[src/rtl/dram_loader.sv]
// Host-side DRAM loader: fills DRAM from a length-prefixed byte frame, starts the core, streams the result region out.
// Optional LOADER_CHECKSUM_EN appends an XOR checksum byte after the result bytes.
module dram_loader #(
  parameter logic [15:0] RESULT_BASE  = 16'h0000,
  parameter int          RESULT_LEN   = 16,
  parameter int          READ_LAT     = 2,
  parameter int          BUSY_TIMEOUT = 16
) (
  input  logic        i_clk,
  input  logic        i_rst_n,
  input  logic [7:0]  i_rx_data,
  input  logic        i_rx_valid,
  output logic        o_rx_ready,
  output logic [7:0]  o_tx_data,
  output logic        o_tx_valid,
  input  logic        i_tx_ready,
  output logic [15:0] o_dram_addr,
  output logic        o_dram_write,
  output logic        o_dram_read,
  output logic [7:0]  o_dram_out,
  input  logic [7:0]  i_dram_in,
  output logic        o_core_start,
  input  logic        i_core_busy,
  output logic        o_busy
);

  localparam logic [15:0] RLEN    = 16'(RESULT_LEN);
  localparam logic [15:0] RLAT_M1 = 16'(READ_LAT - 1);
  localparam logic [15:0] TOUT_M1 = 16'(BUSY_TIMEOUT - 1);

  typedef enum logic [3:0] {
    S_LEN_HI, S_LEN_LO, S_LOAD, S_START, S_WAIT_BUSY, S_RUN, S_RD_ISSUE, S_RD_WAIT, S_TX
`ifdef LOADER_CHECKSUM_EN
    , S_TX_CK
`endif
  } state_t;

  state_t      state_q, state_d;
  logic        live_q, live_d;
  logic        ldone_q, ldone_d;
  logic [15:0] len_q, len_d;
  logic [15:0] cnt_q, cnt_d;
  logic [15:0] ptr_q, ptr_d;
  logic [15:0] tmr_q, tmr_d;
  logic [15:0] addr_q, addr_d;
  logic        wr_q, wr_d;
  logic [7:0]  wdat_q, wdat_d;
  logic [7:0]  txd_q, txd_d;
`ifdef LOADER_CHECKSUM_EN
  logic [7:0]  ck_q, ck_d;
`endif
  logic        rx_acc, tx_acc, rb_go, tx_end;

  // live_q keeps o_rx_ready low until the first edge after reset release
  assign o_rx_ready   = live_q & ((state_q == S_LEN_HI) | (state_q == S_LEN_LO) |
                                  ((state_q == S_LOAD) & ~ldone_q));
`ifdef LOADER_CHECKSUM_EN
  assign o_tx_valid   = (state_q == S_TX) | (state_q == S_TX_CK);
`else
  assign o_tx_valid   = (state_q == S_TX);
`endif
  assign o_tx_data    = txd_q;
  assign o_dram_addr  = addr_q;
  assign o_dram_write = wr_q;
  assign o_dram_out   = wdat_q;
  assign o_dram_read  = (state_q == S_RD_ISSUE);
  assign o_core_start = (state_q == S_START);
  assign o_busy       = (state_q != S_LEN_HI);
  assign rx_acc       = o_rx_ready & i_rx_valid;
  assign tx_acc       = o_tx_valid & i_tx_ready;

  always_comb begin
    state_d = state_q;
    live_d  = 1'b1;
    ldone_d = ldone_q;
    len_d   = len_q;
    cnt_d   = cnt_q;
    ptr_d   = ptr_q;
    tmr_d   = tmr_q;
    addr_d  = addr_q;
    wr_d    = 1'b0;
    wdat_d  = wdat_q;
    txd_d   = txd_q;
`ifdef LOADER_CHECKSUM_EN
    ck_d    = ck_q;
`endif
    rb_go   = 1'b0;
    tx_end  = 1'b0;
    case (state_q)
      S_LEN_HI: if (rx_acc) begin
        len_d[15:8] = i_rx_data;
        state_d     = S_LEN_LO;
      end
      S_LEN_LO: if (rx_acc) begin
        len_d[7:0] = i_rx_data;
        cnt_d      = 16'd0;
        ptr_d      = 16'd0;
        ldone_d    = 1'b0;
        state_d    = ({len_q[15:8], i_rx_data} == 16'd0) ? S_START : S_LOAD;
      end
      S_LOAD: begin
        // Stay one extra cycle so the last write pulse finishes before START
        if (ldone_q) begin
          ldone_d = 1'b0;
          state_d = S_START;
        end else if (rx_acc) begin
          wr_d   = 1'b1;
          addr_d = ptr_q;
          wdat_d = i_rx_data;
          ptr_d  = ptr_q + 16'd1;
          cnt_d  = cnt_q + 16'd1;
          if (cnt_q == len_q - 16'd1) ldone_d = 1'b1;
        end
      end
      S_START: begin
        tmr_d   = 16'd1;
        state_d = S_WAIT_BUSY;
      end
      S_WAIT_BUSY: begin
        if (i_core_busy)            state_d = S_RUN;
        else if (tmr_q >= TOUT_M1)  rb_go   = 1'b1;
        else                        tmr_d   = tmr_q + 16'd1;
      end
      S_RUN: if (!i_core_busy) rb_go = 1'b1;
      S_RD_ISSUE: begin
        tmr_d   = 16'd0;
        state_d = S_RD_WAIT;
      end
      S_RD_WAIT: begin
        if (tmr_q >= RLAT_M1) begin
          txd_d   = i_dram_in;
`ifdef LOADER_CHECKSUM_EN
          ck_d    = ck_q ^ i_dram_in;
`endif
          state_d = S_TX;
        end else begin
          tmr_d = tmr_q + 16'd1;
        end
      end
      S_TX: if (tx_acc) begin
        if (cnt_q == RLEN - 16'd1) begin
          tx_end = 1'b1;
        end else begin
          cnt_d   = cnt_q + 16'd1;
          addr_d  = addr_q + 16'd1;
          state_d = S_RD_ISSUE;
        end
      end
`ifdef LOADER_CHECKSUM_EN
      S_TX_CK: if (tx_acc) state_d = S_LEN_HI;
`endif
      default: state_d = S_LEN_HI;
    endcase

    if (rb_go) begin
      addr_d = RESULT_BASE;
      cnt_d  = 16'd0;
`ifdef LOADER_CHECKSUM_EN
      ck_d   = 8'h00;
      if (RLEN == 16'd0) begin
        txd_d   = 8'h00;
        state_d = S_TX_CK;
      end else begin
        state_d = S_RD_ISSUE;
      end
`else
      state_d = (RLEN == 16'd0) ? S_LEN_HI : S_RD_ISSUE;
`endif
    end
    if (tx_end) begin
`ifdef LOADER_CHECKSUM_EN
      txd_d   = ck_q;
      state_d = S_TX_CK;
`else
      state_d = S_LEN_HI;
`endif
    end
  end

  always_ff @(posedge i_clk) begin
    if (!i_rst_n) begin
      state_q <= S_LEN_HI;
      live_q  <= 1'b0;
      ldone_q <= 1'b0;
      len_q   <= 16'd0;
      cnt_q   <= 16'd0;
      ptr_q   <= 16'd0;
      tmr_q   <= 16'd0;
      addr_q  <= 16'd0;
      wr_q    <= 1'b0;
      wdat_q  <= 8'd0;
      txd_q   <= 8'd0;
    end else begin
      state_q <= state_d;
      live_q  <= live_d;
      ldone_q <= ldone_d;
      len_q   <= len_d;
      cnt_q   <= cnt_d;
      ptr_q   <= ptr_d;
      tmr_q   <= tmr_d;
      addr_q  <= addr_d;
      wr_q    <= wr_d;
      wdat_q  <= wdat_d;
      txd_q   <= txd_d;
    end
  end

`ifdef LOADER_CHECKSUM_EN
  // Checksum is cleared at every readback start, so it needs no reset
  always_ff @(posedge i_clk) begin
    ck_q <= ck_d;
  end
`endif

endmodule

[config.mk]
export PLATFORM = sky130hd
export DESIGN_NAME = dram_loader
export DESIGN_NICKNAME = d
export VERILOG_FILES = /design/src/rtl/dram_loader.sv
export SDC_FILE = /design/constraint.sdc
export NUM_CORES = 1
export LEC_CHECK = 0
export BUFFER_PORTS_ARGS = -buffer_cell sky130_fd_sc_hd__buf_4
export CAP_MARGIN = 20
export CORE_MARGIN = 4
export CORE_UTILIZATION = 40
export DETAILED_ROUTE_END_ITERATION = 6
export HOLD_SLACK_MARGIN = 0.03
export SETUP_SLACK_MARGIN = 0.1
export SYNTH_ARGS = -nofsm -noshare
export SYNTH_HDL_FRONTEND = slang
export SYNTH_SLANG_ARGS = --single-unit
[constraint.sdc]
create_clock -name i_clk -period 2.5 [get_ports i_clk]
set_input_delay 0.25 -clock i_clk [delete_from_list [all_inputs] [get_ports i_clk]]
set_output_delay 0.25 -clock i_clk [all_outputs]
set_load 0.005 [all_outputs]
==> results of run 1 <==
## layout by cell type, fill, tap and decap left out, types with 5 or more instances in the layout
cell type	Yosys	layout
a21boi_0	10	10
a21oi_1	21	21
a22oi_1	7	7
a2bb2oi_1	6	6
and2_1	12	12
and3_1	8	8
buf_4	3	78
clkbuf_16	0	9
dfxtp_1	103	101
ha_1	7	7
inv_1	13	13
mux2i_1	31	31
nand2_1	69	69
nand2b_1	5	5
nand3_1	23	22
nand4_1	18	18
nor2_1	61	61
nor2b_1	31	31
nor3_1	14	14
nor3_2	7	7
nor4_1	12	9
nor4_2	4	7
o21ai_0	23	23
or3_1	6	6
xnor2_1	29	29
xor2_1	19	19
## power breakdown
| group | leakage [nW] | internal [W] | switching [W] | total (W) |
|---|---|---|---|---|
| Sequential | 0.832 | 0.00167 | 0.0000459 | 0.00172 |
| Combinational | 1.48 | 0.000242 | 0.000301 | 0.000543 |
| Clock | 0.152 | 0.000820 | 0.000660 | 0.00148 |
## worst paths after layout
path,slack (ns),endpoint,depth (start not counted)
worst max-delay path,0.25,o_dram_addr[9]$_SDFFE_PP0P_,6
worst min-delay path,0.14,o_tx_data[4]$_SDFFE_PN0P_,3
worst max register to register,0.25,o_dram_addr[9]$_SDFFE_PP0P_,6
worst min register to register,0.46,tmr_q[14]$_SDFFE_PN0P_,1
## layer usage
layer,wire [um],vias up
li1,-,2389
met1,6614,2326
met2,6542,88
met3,490,16
met4,187,0
met5,0,-
## logic make-up (layout without fill, tap and decap cells)
| group | count (synthesis) | count (layout) |
|---|---|---|
| buffers and inverters | 48 | 108 |
| adders and majority gates | 7 | 7 |
| and+or+nand+nor | 292 | 292 |
| xor gates and xnor gates | 48 | 48 |
| AOI/OAI and AO/OA | 111 | 111 |
| muxes | 33 | 33 |
| DFF | 103 | 103 |
## repair_timing
item,CTS,global route
resized for setup,0,6
endpoints found under the setup margin,0,18
hold endpoints to repair,0,0
## layout make-up
type | instances | area, sq um
inverter | 14 | 52.55
fill | 1304 | 6847
multi-input combinational | 491 | 3212
clock inverter | 6 | 75.07
timing repair buffer | 78 | 585.6
clock buffer | 10 | 239.0
sequential | 103 | 2064
tap | 176 | 220.2
## state kept, by name (all words and copies together), names as in the netlist
name,flops
o_dram_addr,16
cnt_q,16
live_q,1
state_q,4
o_tx_data,8
tmr_q,16
ldone_q,1
o_dram_out,8
ptr_q,16
o_dram_write,1
len_q,16
## critical path, cell delays in order, from the launching register on
cell and delay, ns:
dfxtp_1 0.31, buf_4 0.17, or4b_2 0.63, a41oi_1 0.29, o21bai_1 0.24, nand2_2 0.38
nor3_1 0.11
## through the flow
| stage | utilization | instances | total power (W) | setup slack [ns] |
|---|---|---|---|---|
| floorplan | - | 642 | 0.002138 | 0.4799 |
| global placement | 0.4594 | 862 | 0.002278 | 0.2597 |
| detailed placement | 0.4594 | 862 | 0.002295 | 0.2473 |
| CTS | 0.4831 | 878 | 0.003776 | 0.2263 |
| global route | 0.4850 | 878 | 0.003921 | 0.07807 |
| finish | 0.4850 | 878 | 0.003740 | 0.2470 |
==> metrics.txt, run 1 <==
Global Route met2 Usage=0.2945; Seq cells post-synth=103; clk slew on worst S/H paths=about 0.070 ns; CP Launch Type=flip-flop; worst r2r src=state_q[1]$_SDFFE_PP0P_; Routed Antenna Nets=0; final instance area=6449 sq um; Area after DPL=about 6100 sq um; Post-CTS Hold Buffers=0; Seq/Total Area, Yosys=0.3777; # Post-CTS Setup Buffers=0; CORE AREA=~13,000 sq um; die area=between 15,000 and 20,000 sq um; Setup TNS Final=0 ns; hold path start=i_dram_in[4]; outcome=finished, final reports clean; Max Cap Viol=0; Final Hold Viols=0; top cell type's share of synthesized area=0.3777; die height=124.8 um; Synth cell types=70; adder-cell share of the synthesized area=0.01604; Synth Area in Compound Gates=0.1444; DR vias/cell=between 5 and 6; via count=~4,800; Ys Warns=0; CP Max Fanout=19; grt total ovfl=0; Critical Path RT=about 2.7 ns; PwrDens=just under 600 nW/um^2; Crit path arrival time=2.49 ns; IO Pins=approximately 60; net count after synthesis=between 600 and 700; Root Buffer=clkbuf_16; Post-Syn Area=between 5000 and 6000 sq um; total track usage=0.1794; Leak=around 2.5 nW; most used flip-flop cell after synthesis=dfxtp_1; worst clock skew=roughly 0.0086 ns; area leader, netlist=dfxtp_1; synthesis-to-layout area growth=18.13%; Final min period=2.253 ns; Max Root-Sink Buffers=2; TritonCTS clock tree=built; largest net degree at the start of global routing=between 40 and 50; EDFF count, synth=0; layout cell share with drive strength beyond 1=0.1795; final WL=13,840 um; gr busiest metal=met2; VDD IR max=roughly 0.4 mV; NumNets Final=725; mux contribution to synthesized area=0.06303; Post-Synth XOR/XNOR Area=0.07701; hpwl dp=a little over 10,000 um; top post-synthesis cells by count=dfxtp_1 (103), nand2_1 (69), nor2_1 (61), mux2i_1 (31), nor2b_1 (31); CP endpoint kind=flip-flop; # H-tree levels=3; hold_ws=~0.14 ns; Starting Density=0.4106; Tcrit/Tclk final=0.9012; Mapped Cells=between 600 and 700; gpl congestion=0.9303; port bufs=between 50 and 60; 1st-pass router iterations=4; setup violators final=0; unrepaired setup endpoints after global routing=false; vias in the first global route=4,704; Clock Latency Late Sink=0.36 ns; count leader, synth=dfxtp_1; Synth Area in Simple Gates=0.2835; initial antenna violation count=0; routed length per instance=15.76 um; n_diodes=0; first-pass GRT wire length=between 20,000 and 25,000 um; DIE WIDTH=between 100 and 150 um; asr flop ratio synth=0; CTS buffer count=9; Peak Freq=443.9 MHz; CP startpoint=state_q[1]$_SDFFE_PP0P_; drt initial violations=between 300 and 400; grt met1 use=0.2362; Final Slew Violations=0; met3 Use GR=0.04160; DRC=0; worst setup path class=reg -> reg; # rows=42; max_slew headroom=0.6271; Worst-Margin Slew=roughly 0.56 ns; largest family of logic cells by synthesized area=simple AND/OR/NAND/NOR gates; largest cells by area after synthesis=dfxtp_1 (38%), mux2i_1 (5.7%), nand2_1 (4.7%); Hold/Removal Path Class=in -> reg; syn avg cell area=8.503 sq um; clk sinks=about 100
Note: power is estimated with default switching activity, not from simulation.
==> run 2: changes to the inputs <==
CORE_UTILIZATION = 56   (was 40)
PLACE_DENSITY = 0.77   (was default)
==> metrics.txt, run 2 (synthesis gave the netlist of run 1 again) <==
CP endpoint kind=flip-flop; routed length per instance=15.80 um (+0.29%); delay-heaviest family, CP=simple AND/OR/NAND/NOR gates; CP Max Fanout=7 (-12); utilization after layout=0.6732 (+0.1881); CTS buffer count=9 (unchanged); buffers and inverters on the worst path=1 (unchanged); Peak Freq=443.3 MHz (-0.13%); r2r setup slk=0.24 ns (about the same); Area after DPL=6042 sq um (-1.1%); grt total ovfl=0 (unchanged); final instance area=6309 sq um (-2.2%); unrepaired setup endpoints after global routing=false; PwrDens=523.3 nW/um^2 (-9.8%); crit-path max cell delay=0.50 ns (-0.13 ns); Critical Path RT=2.78 ns (+0.04 ns); clk slew on worst S/H paths=0.11 ns (+0.04 ns); worst flop-to-flop path endpoint=ldone_q$_SDFFE_PN0P_; setup violators final=0 (unchanged); n_diodes=0 (unchanged); max_slew headroom=0.5778 (-0.04933); 1st-pass router iterations=5 (+1); hold_ws=0.1220 ns (-0.02225 ns); Post-CTS Hold Buffers=0 (unchanged); CP startpoint=len_q[1]$_SDFFE_PN0P_; CP endpoint=ldone_q$_SDFFE_PN0P_; Final min period=2.256 ns (+0.002960 ns); largest net degree at the start of global routing=30 (-35%); port bufs=58 (unchanged); # rows=35 (-17%); NumNets Final=729 (+0.55%); DRC=0 (unchanged); worst clock skew=0.01680 ns (+0.008227 ns); critical path depth=8 (+2); # H-tree levels=3 (unchanged); Crit path arrival time=2.53 ns (+0.04 ns); Final Hold Viols=0 (unchanged); DR vias/cell=5.786 (+5.4%); Clock Latency Late Sink=0.37 ns (about the same); VDD IR max=0.3418 mV (-14%); most frequent cells in the layout=dfxtp_1 (101), buf_4 (81), nand2_1 (69), nor2_1 (61); die height=106.7 um (-14%); TritonCTS clock tree=built; IO Pins=59 (unchanged); Leak=2.429 nW (-1.3%); via count=4,831 (+0.25%); worst reg2reg path depth=8 (+2); crit path max-delay cell type=dfxtp_1; total track usage=0.2351 (+0.05565); first-pass GRT wire length=22,030 um (-5.8%); Hold/Removal Path Class=in -> reg; Max Cap Viol=0 (unchanged); Starting Density=0.5825 (+0.1719); vias in the first global route=4,535 (-3.6%); layout cell share with drive strength beyond 1=0.1827 (+0.003232); worst setup path class=reg -> reg; Root Buffer=clkbuf_8; gpl congestion=0.9222 (-0.87%); crit-path cells=inv_1, ha_1, nor3b_1, xnor2_1, or3_1, nor4_2, o2111ai_2, o31ai_2; Final Slew Violations=0 (unchanged); initial antenna violation count=0 (unchanged); # fillers=817 (-37%); final WL=13,200 um (-4.6%); CORE AREA=9371 sq um (-30%); Max Root-Sink Buffers=2 (unchanged); Routed Antenna Nets=0 (unchanged); worst r2r src=len_q[1]$_SDFFE_PN0P_; outcome=finished, final reports clean; hpwl dp=9798 um (-4.2%); DIE WIDTH=106.7 um (-14%); commonest non-fill, non-tap cell in the layout=dfxtp_1; CP Launch Type=flip-flop; Tcrit/Tclk final=0.9024 (+0.001184); clk sinks=103 (unchanged); drt initial violations=334 (-11%); synthesis-to-layout area growth=15.56%; Setup TNS Final=0 ns (unchanged); Worst-Margin Slew=0.6314 ns (+0.07377 ns); die area=11,390 sq um (-27%)
[run 2: changes by cell type in the layout (fill, tap and decap cells not counted), sizes merged]
cell | before | now
clkinvlp | 1 | 0
buf | 78 | 82
clkinv | 2 | 4
bufinv | 1 | 0
[run 2: final cells by class]
type,instances,area [sq um],area share
well taps,129,161.4,0.02559
repair buffers,82,628.1,0.09956
flip-flops and latches,103,2064,0.3273
multi-input cells,491,3202,0.5075
inverters,14,52.55,0.008330
clock buffers,10,137.6,0.02182
clock inverters,6,62.56,0.009917
[run 2: worst min path at each step]
stage,from,to,slack [ns],cells after the start
after floorplan,i_rst_n,live_q$_DFF_P_,0.28,0
after global placement,tmr_q[11]$_SDFFE_PN0P_,tmr_q[11]$_SDFFE_PN0P_,0.44,1
after detailed placement,tmr_q[11]$_SDFFE_PN0P_,tmr_q[11]$_SDFFE_PN0P_,0.45,1
after CTS,i_dram_in[4],o_tx_data[4]$_SDFFE_PN0P_,0.12,3
after global routing,i_dram_in[7],o_tx_data[7]$_SDFFE_PN0P_,0.13,3
final,i_dram_in[4],o_tx_data[4]$_SDFFE_PN0P_,0.12,3
[run 2: timing repair]
action,4_1_cts,5_1_grt
setup buffers,0,5
resized for setup,0,5
setup endpoints to repair,0,25
[run 2: power breakdown]
group          internal [W]  total (W)  switching, W
combinational      0.000246   0.000541      0.000295
clock              0.000416    0.00104      0.000623
sequential          0.00167    0.00172     0.0000484
[run 2: through the flow]
| stage | setup slack, ns | total power (W) | instances |
|---|---|---|---|
| floorplan | 0.4799 | 0.002138 | 642 |
| global placement | 0.2102 | 0.002271 | 814 |
| detailed placement | 0.2177 | 0.002285 | 814 |
| CTS | 0.1717 | 0.003310 | 830 |
| global route | 0.1217 | 0.003443 | 835 |
| finish | 0.2441 | 0.003302 | 835 |
[run 2: tightest hold or removal path: cells and delay by family]
kind                   cells  cell delay [ns]
muxes                      1             0.05
and+or+nand+nor            1             0.09
buffers and inverters      1             0.07
[run 2: routing by layer]
layer,vias to the layer above,GRT usage,part of all wire
li1,2401,-,-
met1,2314,0.3079,0.46
met2,97,0.4065,0.49
met3,19,0.03131,0.032
met4,0,0.06484,0.015
met5,-,0,0
==> run 3: changes to the inputs <==
MAX_ROUTING_LAYER = met4   (was default)
RECOVER_POWER = 25   (was default)
==> metrics.txt, run 3 (synthesis gave the netlist of run 1 again) <==
Final Slew Violations=0 (unchanged); hold_ws=0.1222 ns (+0.0002050 ns); routed length per instance=16.33 um (+3.3%); delay-heaviest family, CP=simple AND/OR/NAND/NOR gates; CORE AREA=9371 sq um (unchanged); switch share=0.2904 (-0.002382); Hold/Removal Path Class=in -> reg; VDD IR max=0.2883 mV (-16%); share of total power in the clock network=0.309 (-0.006); worst setup margin=0.2265 ns (-0.01760 ns); die area=11,390 sq um (unchanged); met3 Use GR=0.03733 (+0.006020); Psw=0.0009507 W (-1.7%); Clock Latency Late Sink=0.38 ns (about the same); Peak Freq=439.8 MHz (-0.77%); Setup TNS Final=0 ns (unchanged); initial antenna violation count=0 (unchanged); NumNets Final=727 (-0.27%); total track usage=0.2461 (+0.01099); clk sinks=103 (unchanged); 1st-pass router iterations=5 (unchanged); Final min period=2.274 ns (+0.01760 ns); crit-path max cell delay=0.48 ns (-0.02 ns); Root Buffer=clkbuf_8; # fillers=812 (-0.61%); via count=4,861 (+0.62%); Worst-Margin Slew=1.140 ns (+0.5088 ns); synthesis-to-layout area growth=14.87%; gr busiest metal=met2; hpwl dp=10,040 um (+2.5%); TritonCTS clock tree=built; Crit path arrival time=2.55 ns (+0.02 ns); Finished Layout Cells=833 (-0.24%); outcome=finished, final reports clean; Max Root-Sink Buffers=2 (unchanged); PwrDens=522.0 nW/um^2 (-0.25%); die height=106.7 um (unchanged); max_slew headroom=0.2399 (-0.3379); worst clock skew=0.01707 ns (+0.0002779 ns); Routed Antenna Nets=0 (unchanged); drt initial violations=310 (-7.2%); Leak=2.385 nW (-1.8%); unrepaired setup endpoints after global routing=false; Starting Density=0.5825 (unchanged); first-pass GRT wire length=22,670 um (+2.9%); buffers and inverters on the worst path=1 (unchanged); total power=0.003274 W (-0.84%); vias in the first global route=4,614 (+1.7%); crit-path cells=inv_1, ha_1, nor3b_1, xnor2_1, or3_1, nor4_2, o2111ai_2, o31ai_2; CP endpoint kind=flip-flop; grt met1 use=0.3141 (+0.006178); # H-tree levels=3 (unchanged); DRC=0 (unchanged); setup violators final=0 (unchanged); layout cell share with drive strength beyond 1=0.1761 (-0.006583); Comb pwr share=0.165 (about the same); grt total ovfl=0 (unchanged); CP Launch Type=flip-flop; n_diodes=0 (unchanged); placed cells=814 (unchanged); Place WS=0.2032 ns (-0.01448 ns); DIE WIDTH=106.7 um (unchanged); power share of the sequential group=0.526 (+0.005); DR vias/cell=5.836 (+0.86%); port bufs=58 (unchanged); internal power=0.002323 W (-0.51%); Global Route met2 Usage=0.4128 (+0.006295); largest net degree at the start of global routing=32 (+6.7%); # rows=35 (unchanged); CP Max Fanout=7 (unchanged); Max Cap Viol=0 (unchanged); clk slew on worst S/H paths=0.11 ns (about the same); most frequent cells in the layout=dfxtp_1 (101), nand2_1 (69), nor2_1 (61), buf_4 (45); IO Pins=59 (unchanged); worst setup path class=reg -> reg; Final Hold Viols=0 (unchanged); Tcrit/Tclk final=0.9094 (+0.007042); Post-CTS Hold Buffers=0 (unchanged); crit path max-delay cell type=dfxtp_1; gpl congestion=0.9437 (+2.3%); Critical Path RT=2.77 ns (about the same); CTS buffer count=9 (unchanged); commonest non-fill, non-tap cell in the layout=dfxtp_1; final WL=13,600 um (+3.1%)
-- run 3: metrics by stage --
| step | utilization | area (sq um) |
|---|---|---|
| finish | 0.6692 | 6271 |
| global route | 0.6692 | 6271 |
| CTS | 0.6649 | 6231 |
| detailed placement | 0.6447 | 6042 |
| global placement | 0.6447 | 6042 |
| floorplan | - | 5459 |
-- run 3: timing repair --
item | 4_1_cts | 5_1_grt
setup endpoints to repair | 0 | 27
gates resized for setup | 0 | 5
setup buffers | 0 | 3
-- run 3: worst register-to-register path: cells and delay by family, from the launching register on --
| kind | cells | cell delay (ns) |
|---|---|---|
| xor+xnor | 1 | 0.13 |
| fa+ha+maj | 1 | 0.24 |
| compound gates | 2 | 0.43 |
| simple gates | 3 | 0.81 |
| flops | 1 | 0.48 |
| buf+inv | 1 | 0.08 |
-- run 3: power groups by stage --
stage	clock (W)	combinational, W	sequential, W
4_1_cts	0.00103	0.000532	0.00172
3_5_place_dp	0	0.000530	0.00176
6_report	0.00101	0.000540	0.00172
5_1_grt	0.00109	0.000592	0.00173
3_3_place_gp	0	0.000515	0.00176
2_1_floorplan	0	0.000400	0.00174
-- run 3: final timing paths --
check                                            start                   endpoint  slack, ns  cells past startpoint
worst max-delay path             len_q[1]$_SDFFE_PN0P_       ldone_q$_SDFFE_PN0P_       0.23                      8
worst min-delay path                      i_dram_in[4]  o_tx_data[4]$_SDFFE_PN0P_       0.12                      3
worst max register to register   len_q[1]$_SDFFE_PN0P_       ldone_q$_SDFFE_PN0P_       0.23                      8
worst min register to register  tmr_q[13]$_SDFFE_PN0P_     tmr_q[13]$_SDFFE_PN0P_       0.47                      1
-- run 3: layer usage --
| layer | up-vias | routed length [um] |
|---|---|---|
| met3 | 23 | 544 |
| li1 | 2384 | - |
| met4 | 0 | 173 |
| met1 | 2332 | 6099 |
| met5 | - | 0 |
| met2 | 122 | 6785 |
-- run 3: final cells by class --
| type | count | area (sq um) | area share |
|---|---|---|---|
| Inverter | 14 | 52.55 | 0.008380 |
| Tap cell | 129 | 161.4 | 0.02574 |
| Sequential cell | 103 | 2064 | 0.3292 |
| Multi-Input combinational cell | 491 | 3202 | 0.5106 |
| Clock inverter | 6 | 51.30 | 0.008180 |
| Clock buffer | 10 | 137.6 | 0.02195 |
| Timing Repair Buffer | 80 | 601.8 | 0.09597 |
